==> src/rtl/rob_mport.sv <==
// Multi-port reorder buffer: tags upstream requests with a slot number, accepts
// out-of-order completions on several memory ports and retires them in request order.
module rob_mport #(
   parameter int ROB_SIZE = 16,
   parameter int SWIDTH   = 4,
   parameter int AWIDTH   = 40,
   parameter int DWIDTH   = 32,
   parameter int PWIDTH   = 32,
   parameter int IDWIDTH  = 16,
   parameter int MPORTS   = 2
) (
   input  logic                       clk,
   input  logic                       rst_,
   input  logic                       req_val,
   input  logic [AWIDTH-1:0]          req_addr,
   input  logic [IDWIDTH-1:0]         req_ID,
   input  logic [PWIDTH-1:0]          req_param,
   output logic                       req_ready,
   output logic                       rsp_val,
   output logic [DWIDTH-1:0]          rsp_data,
   output logic [IDWIDTH-1:0]         rsp_ID,
   output logic [PWIDTH-1:0]          rsp_param,
   input  logic                       rsp_ready,
   output logic                       mem_req_val,
   output logic [AWIDTH-1:0]          mem_req_addr,
   output logic [SWIDTH-1:0]          mem_req_ID,
   input  logic                       mem_req_ready,
   input  logic [MPORTS-1:0]          mem_rsp_val,
   input  logic [MPORTS*SWIDTH-1:0]   mem_rsp_ID,
   input  logic [MPORTS*DWIDTH-1:0]   mem_rsp_data,
   output logic [SWIDTH:0]            occupancy,
   output logic                       err
);

   localparam logic [SWIDTH:0] FULL_CNT = (SWIDTH+1)'(ROB_SIZE);

   // Handshakes: a transfer happens in a cycle where valid and ready are both high
   // at the rising edge; valid never waits on ready, and payload is held while stalled.

   logic [SWIDTH-1:0]  wr_ptr_q, wr_ptr_d;
   logic [SWIDTH-1:0]  rd_ptr_q, rd_ptr_d;
   logic [SWIDTH:0]    cnt_q, cnt_d;
   logic               err_q, err_d;
   logic [ROB_SIZE-1:0] alloc_q, alloc_d;
   logic [ROB_SIZE-1:0] done_q, done_d;
   logic [IDWIDTH-1:0] id_q    [ROB_SIZE];
   logic [PWIDTH-1:0]  param_q [ROB_SIZE];
   logic [DWIDTH-1:0]  data_q  [ROB_SIZE];

   logic               full;
   logic               do_acc;
   logic               do_ret;
   logic [MPORTS-1:0]  comp_ok;
   logic               comp_err;
   logic               dup;
   logic [SWIDTH-1:0]  comp_slot [MPORTS];

   assign full         = (cnt_q == FULL_CNT);
   assign req_ready    = ~full & mem_req_ready & rst_;
   assign mem_req_val  = req_val & ~full & rst_;
   assign mem_req_addr = req_addr;
   assign mem_req_ID   = wr_ptr_q;
   assign do_acc       = req_val & req_ready;

   assign rsp_val   = alloc_q[rd_ptr_q] & done_q[rd_ptr_q] & rst_;
   assign rsp_data  = data_q[rd_ptr_q];
   assign rsp_ID    = id_q[rd_ptr_q];
   assign rsp_param = param_q[rd_ptr_q];
   assign do_ret    = rsp_val & rsp_ready;

   assign occupancy = cnt_q;
   assign err       = err_q;

   // Completion filter: a lower-index port claiming the same slot always wins.
   always_comb begin
      comp_ok  = '0;
      comp_err = 1'b0;
      dup      = 1'b0;
      for (int p = 0; p < MPORTS; p++) begin
         comp_slot[p] = mem_rsp_ID[p*SWIDTH +: SWIDTH];
      end
      for (int p = 0; p < MPORTS; p++) begin
         dup = 1'b0;
         for (int q = 0; q < MPORTS; q++) begin
            if ((q < p) && mem_rsp_val[q] && (comp_slot[q] == comp_slot[p])) begin
               dup = 1'b1;
            end
         end
         if (mem_rsp_val[p]) begin
            if (!dup && alloc_q[comp_slot[p]] && !done_q[comp_slot[p]]) begin
               comp_ok[p] = 1'b1;
            end else begin
               comp_err = 1'b1;
            end
         end
      end
   end

   always_comb begin
      alloc_d  = alloc_q;
      done_d   = done_q;
      wr_ptr_d = wr_ptr_q;
      rd_ptr_d = rd_ptr_q;
      cnt_d    = cnt_q;
      err_d    = err_q | comp_err;
      for (int p = 0; p < MPORTS; p++) begin
         if (comp_ok[p]) begin
            done_d[comp_slot[p]] = 1'b1;
         end
      end
      // Accept and retire never touch the same slot: that needs full or empty.
      if (do_acc) begin
         alloc_d[wr_ptr_q] = 1'b1;
         done_d[wr_ptr_q]  = 1'b0;
         wr_ptr_d          = wr_ptr_q + SWIDTH'(1);
      end
      if (do_ret) begin
         alloc_d[rd_ptr_q] = 1'b0;
         done_d[rd_ptr_q]  = 1'b0;
         rd_ptr_d          = rd_ptr_q + SWIDTH'(1);
      end
      case ({do_acc, do_ret})
         2'b10:   cnt_d = cnt_q + (SWIDTH+1)'(1);
         2'b01:   cnt_d = cnt_q - (SWIDTH+1)'(1);
         default: cnt_d = cnt_q;
      endcase
   end

   always_ff @(posedge clk) begin
      if (!rst_) begin
         wr_ptr_q <= '0;
         rd_ptr_q <= '0;
         cnt_q    <= '0;
         err_q    <= 1'b0;
         alloc_q  <= '0;
         done_q   <= '0;
      end else begin
         wr_ptr_q <= wr_ptr_d;
         rd_ptr_q <= rd_ptr_d;
         cnt_q    <= cnt_d;
         err_q    <= err_d;
         alloc_q  <= alloc_d;
         done_q   <= done_d;
      end
   end

   // Payload storage is qualified by alloc/done, so it needs no reset.
   always_ff @(posedge clk) begin
      if (do_acc) begin
         id_q[wr_ptr_q]    <= req_ID;
         param_q[wr_ptr_q] <= req_param;
      end
      for (int p = 0; p < MPORTS; p++) begin
         if (comp_ok[p]) begin
            data_q[comp_slot[p]] <= mem_rsp_data[p*DWIDTH +: DWIDTH];
         end
      end
   end

endmodule

==> config.mk <==
export PLATFORM = sky130hd
export DESIGN_NAME = rob_mport
export DESIGN_NICKNAME = d
export VERILOG_FILES = /design/src/rtl/rob_mport.sv
export SDC_FILE = /design/constraint.sdc
export NUM_CORES = 1
export LEC_CHECK = 0
export BUFFER_PORTS_ARGS = -buffer_cell sky130_fd_sc_hd__buf_2
export CORE_ASPECT_RATIO = 1.25
export CORE_MARGIN = 8
export CORE_UTILIZATION = 50
export CTS_BUF_LIST = sky130_fd_sc_hd__clkbuf_8
export DETAILED_ROUTE_END_ITERATION = 16
export HOLD_SLACK_MARGIN = 0.15
export PLACE_DENSITY = 0.67
export SYNTH_ARGS = -nofsm -noshare
export SYNTH_HDL_FRONTEND = slang
export SYNTH_SLANG_ARGS = --single-unit
==> constraint.sdc <==
create_clock -name clk -period 6.65 [get_ports clk]
set_input_delay 0.665 -clock clk [delete_from_list [all_inputs] [get_ports clk]]
set_output_delay 0.665 -clock clk [all_outputs]
set_load 0.03 [all_outputs]
==> results by group <==
Synthesis
  – Yosys reg bits: between 1,000 and 1,500
  – Synthesized net count: 3,051
  – Synth top area share: 0.661
  – Largest cells by area after synthesis: edfxtp_1 (66%), mux4_2 (16%), mux2_2 (8.2%), dfxtp_1 (1.7%), mux2_4 (1.2%)
  – Yosys warns: 0
  – Most common flop cell mapped by yosys: edfxtp_1
  – Post-synth EDFFs: about 1,300
  – Count of different cell masters after synthesis: between 60 and 70
  – Syn Inst Count: around 2,900
  – Area leader, netlist: edfxtp_1
  – Mapped cell area: about 58,000 um2
  – Avg Synthesized Cell Area: about 20 um2
  – Fraction of the yosys area taken by sequential cells: 0.678
  – Post-synth ARST share: 0

Route
  – Via density: approximately 6.0
  – Met3 wire len: around 9500 um
  – Routed len/inst: 29.0 um
  – Top Metal Used: met5
  – Drt pass-1 iters: 6
  – Via count: roughly 30,000
  – Antenna Violating Nets Remaining: 0
  – WL met1: approximately 54,000 um
  – DRC: 0
  – Drt first-iter violations: between 2,000 and 3,000
  – Drt total wl: 141,000 um
  – Met2 wire length: 73,400 um

Worst setup path
  – End of the critical path: rsp_data[16]
  – Setup crit start kind: register
  – Worst Path Arrival: between 4 and 5 ns
  – Worst setup path category: register to primary output
  – Reg2Reg Depth: 14
  – Worst Path Max Fanout: 108
  – Required time of the critical path: between 5 and 6 ns
  – Reg2reg start: rd_ptr_q[1]$_SDFFE_PN0N_
  – Critical Path, Cell by Cell: buf_12 > mux4_2 > mux4_2 > buf_2
  – Reg-to-reg endpoint: occupancy[4]$_SDFFE_PN0P_
  – Critical Path Max Stage Delay: 1.03 ns
  – Most used cell along the critical path: mux4_2
  – Bufs and invs on worst path: 2
  – Crit-path slowest cell: dfxtp_4
  – CP top delay family: flip-flops
  – Flop-to-flop setup slack: between 2 and 2.5 ns
  – Setup crit end kind: primary output
  – CP Depth: 4

Hold path
  – Worst Hold Class: input pin to register
  – Hold Path Depth: 2
  – HP Start: mem_rsp_data[46]

Timing
  – Rel. slew slack: 0.0938
  – Fin crit share: 0.709
  – Unrepaired setup endpoints after global routing: false
  – Number of setup violations in the final report: 0
  – Final max-slew violation count: 0
  – Final setup TNS: 0 ns
  – FMAX: ~210 MHz
  – Actual slew at the worst max-slew pin: around 1.4 ns
  – Clk_skew: 0.0535 ns
  – Minimum clock period: 4.72 ns
  – Final hold vios: 0

Floorplan
  – Die Y: 397 um
  – Io pins: 300
  – Core Box Area: 116,000 um2
  – Starting Density: 0.502
  – Die W: 321 um
  – Row cnt: 140
  – Area of the die: ~130,000 um2

Pwr
  – Total Power: roughly 16 mW
  – Pwr per Cell Area: 248 nW/um2
  – Static Leakage: roughly 20 nW
  – Max VDD drop: approximately 0.00020 V

Layout
  – Share of cells above drive strength 1: 0.444
  – Filler Cell Count: about 9,000
  – Commonest cells after routing, fill and taps aside: edfxtp_1 (1,280), mux2_2 (424), mux4_2 (411)
  – Commonest non-fill, non-tap cell in the layout: edfxtp_1
  – Final #Nets: roughly 3,300
  – Layout area overhead: 11.5%
  – Final instance area: approximately 65,000 um2

Place
  – Placer Congestion: 0.847
  – Dpl hpwl: around 81,000 um
  – PortBufs: around 220
  – Dpl cell area: 60,500 um2

Clocking
  – TritonCTS clock tree: done
  – CTS Buf Count: about 200
  – Root Buffer: clkbuf_8
  – TritonCTS Sinks: around 1,300
  – H-tree Lvls: 4
  – CTS max path bufs: 3
  – PostCTS Resize Cnt: 0
  – Worst-Skew Late Latency: 0.92 ns
  – Clk slew on worst S/H paths: approximately 0.060 ns

Global route
  – Initial antenna violation count: 15
  – Vias in the first global route: 31,700
  – Total global-route track usage: 0.220
  – First-pass GRT wire length: 208,000 um
  – Gr ovfl total: 0
  – Largest net degree at the start of global routing: 113

Job
  – Maxcap violations: 0

Status
  – Status: completed
## Yosys cell counts (all sizes together), types with 3 or more instances
| library cell | count |
|---|---|
| a21o | 4 |
| nand3 | 15 |
| nor3b | 3 |
| o21a | 10 |
| nor3 | 8 |
| a311oi | 6 |
| o21bai | 3 |
| a31o | 5 |
| and2 | 3 |
| nand3b | 3 |
| xor2 | 9 |
| a21oi | 12 |
| edfxtp | 1280 |
| nor4 | 10 |
| o21ai | 24 |
| nand2b | 14 |
| o21ba | 5 |
| and3 | 12 |
| mux4 | 411 |
| ha | 12 |
| or3 | 5 |
| nor2 | 59 |
| nand2 | 45 |
| xnor2 | 3 |
| dfxtp | 50 |
| o211ai | 3 |
| clkbuf | 143 |
| nand4 | 6 |
| clkinv | 3 |
| buf | 129 |
| mux2i | 7 |
| o32ai | 3 |
| inv | 14 |
| nor2b | 9 |
| mux2 | 517 |
## layer usage
| metal | global-route usage | vias up |
|---|---|---|
| met2 | 0.383 | 1105 |
| met5 | 0 | - |
| met3 | 0.0512 | 255 |
| li1 | - | 12400 |
| met1 | 0.270 | 15600 |
| met4 | 0.0777 | 8 |
## registers in the layout, indices dropped and copies added, names as in the netlist, named ones only
| name | flops |
|---|---|
| data_q | 512 |
| param_q | 512 |
| id_q | 256 |
| alloc_q | 16 |
| done_q | 16 |
| occupancy | 5 |
| mem_req_ID | 4 |
| rd_ptr_q | 4 |
| err | 1 |
## worst min path at each step
stage | end | slack, ns
detailed placement | alloc_q[15]$_SDFF_PN0_ | 0.52
global placement | done_q[15]$_SDFF_PN0_ | 0.50
global route | data_q[0][30]$_DFFE_PP_ | 0.24
finish | data_q[13][14]$_DFFE_PP_ | 0.27
floorplan | done_q[15]$_SDFF_PN0_ | 0.47
CTS | data_q[13][30]$_DFFE_PP_ | 0.15
## cell families (layout without fill, tap and decap cells)
group,after synthesis,count (layout),synth area share
multiplexers,935,935,0.264
buffers and inverters,289,711,0.0243
flip-flops,1330,1330,0.678
XOR/XNOR,12,12,0.00181
AO/OA/AOI/OAI,97,97,0.0121
AND/OR/NAND/NOR,197,197,0.0177
other,0,9,0
adder cells (fa/ha/maj),12,12,0.00258
## cell type report
cell class                 instances  area [um2]  area share
sequential                      1330       39500       0.608
multi-input combinational       1253       17500       0.270
clock buffer                     210        2890      0.0446
timing repair buffer             318        2050      0.0317
tap                             1562        1950      0.0301
clock inverter                   166         885      0.0136
inverter                          17        63.8    0.000984
antenna                            9        22.5    0.000347
## repair_timing
item	CTS	global route
buffers inserted	0	0
hold buffers	51	0
hold endpoints to repair	786	0
## through the flow
stage                     std cells  utilization  hold slack (ns)  setup slack [ns]
after floorplan                2872            -            0.467              2.16
after global placement         4429        0.522            0.503              1.95
after detailed placement       4429        0.522            0.515              1.85
after CTS                      4856        0.559            0.152              1.88
after global routing           4858        0.559            0.242              1.83
final                          4865        0.559            0.270              1.93
## report_power, final
part	internal [mW]	switching [mW]
clock network	3.14	3.17
registers	9.21	0.0123
logic	0.234	0.333
total	12.6	3.52
Note: power is estimated with default switching activity, not from simulation.
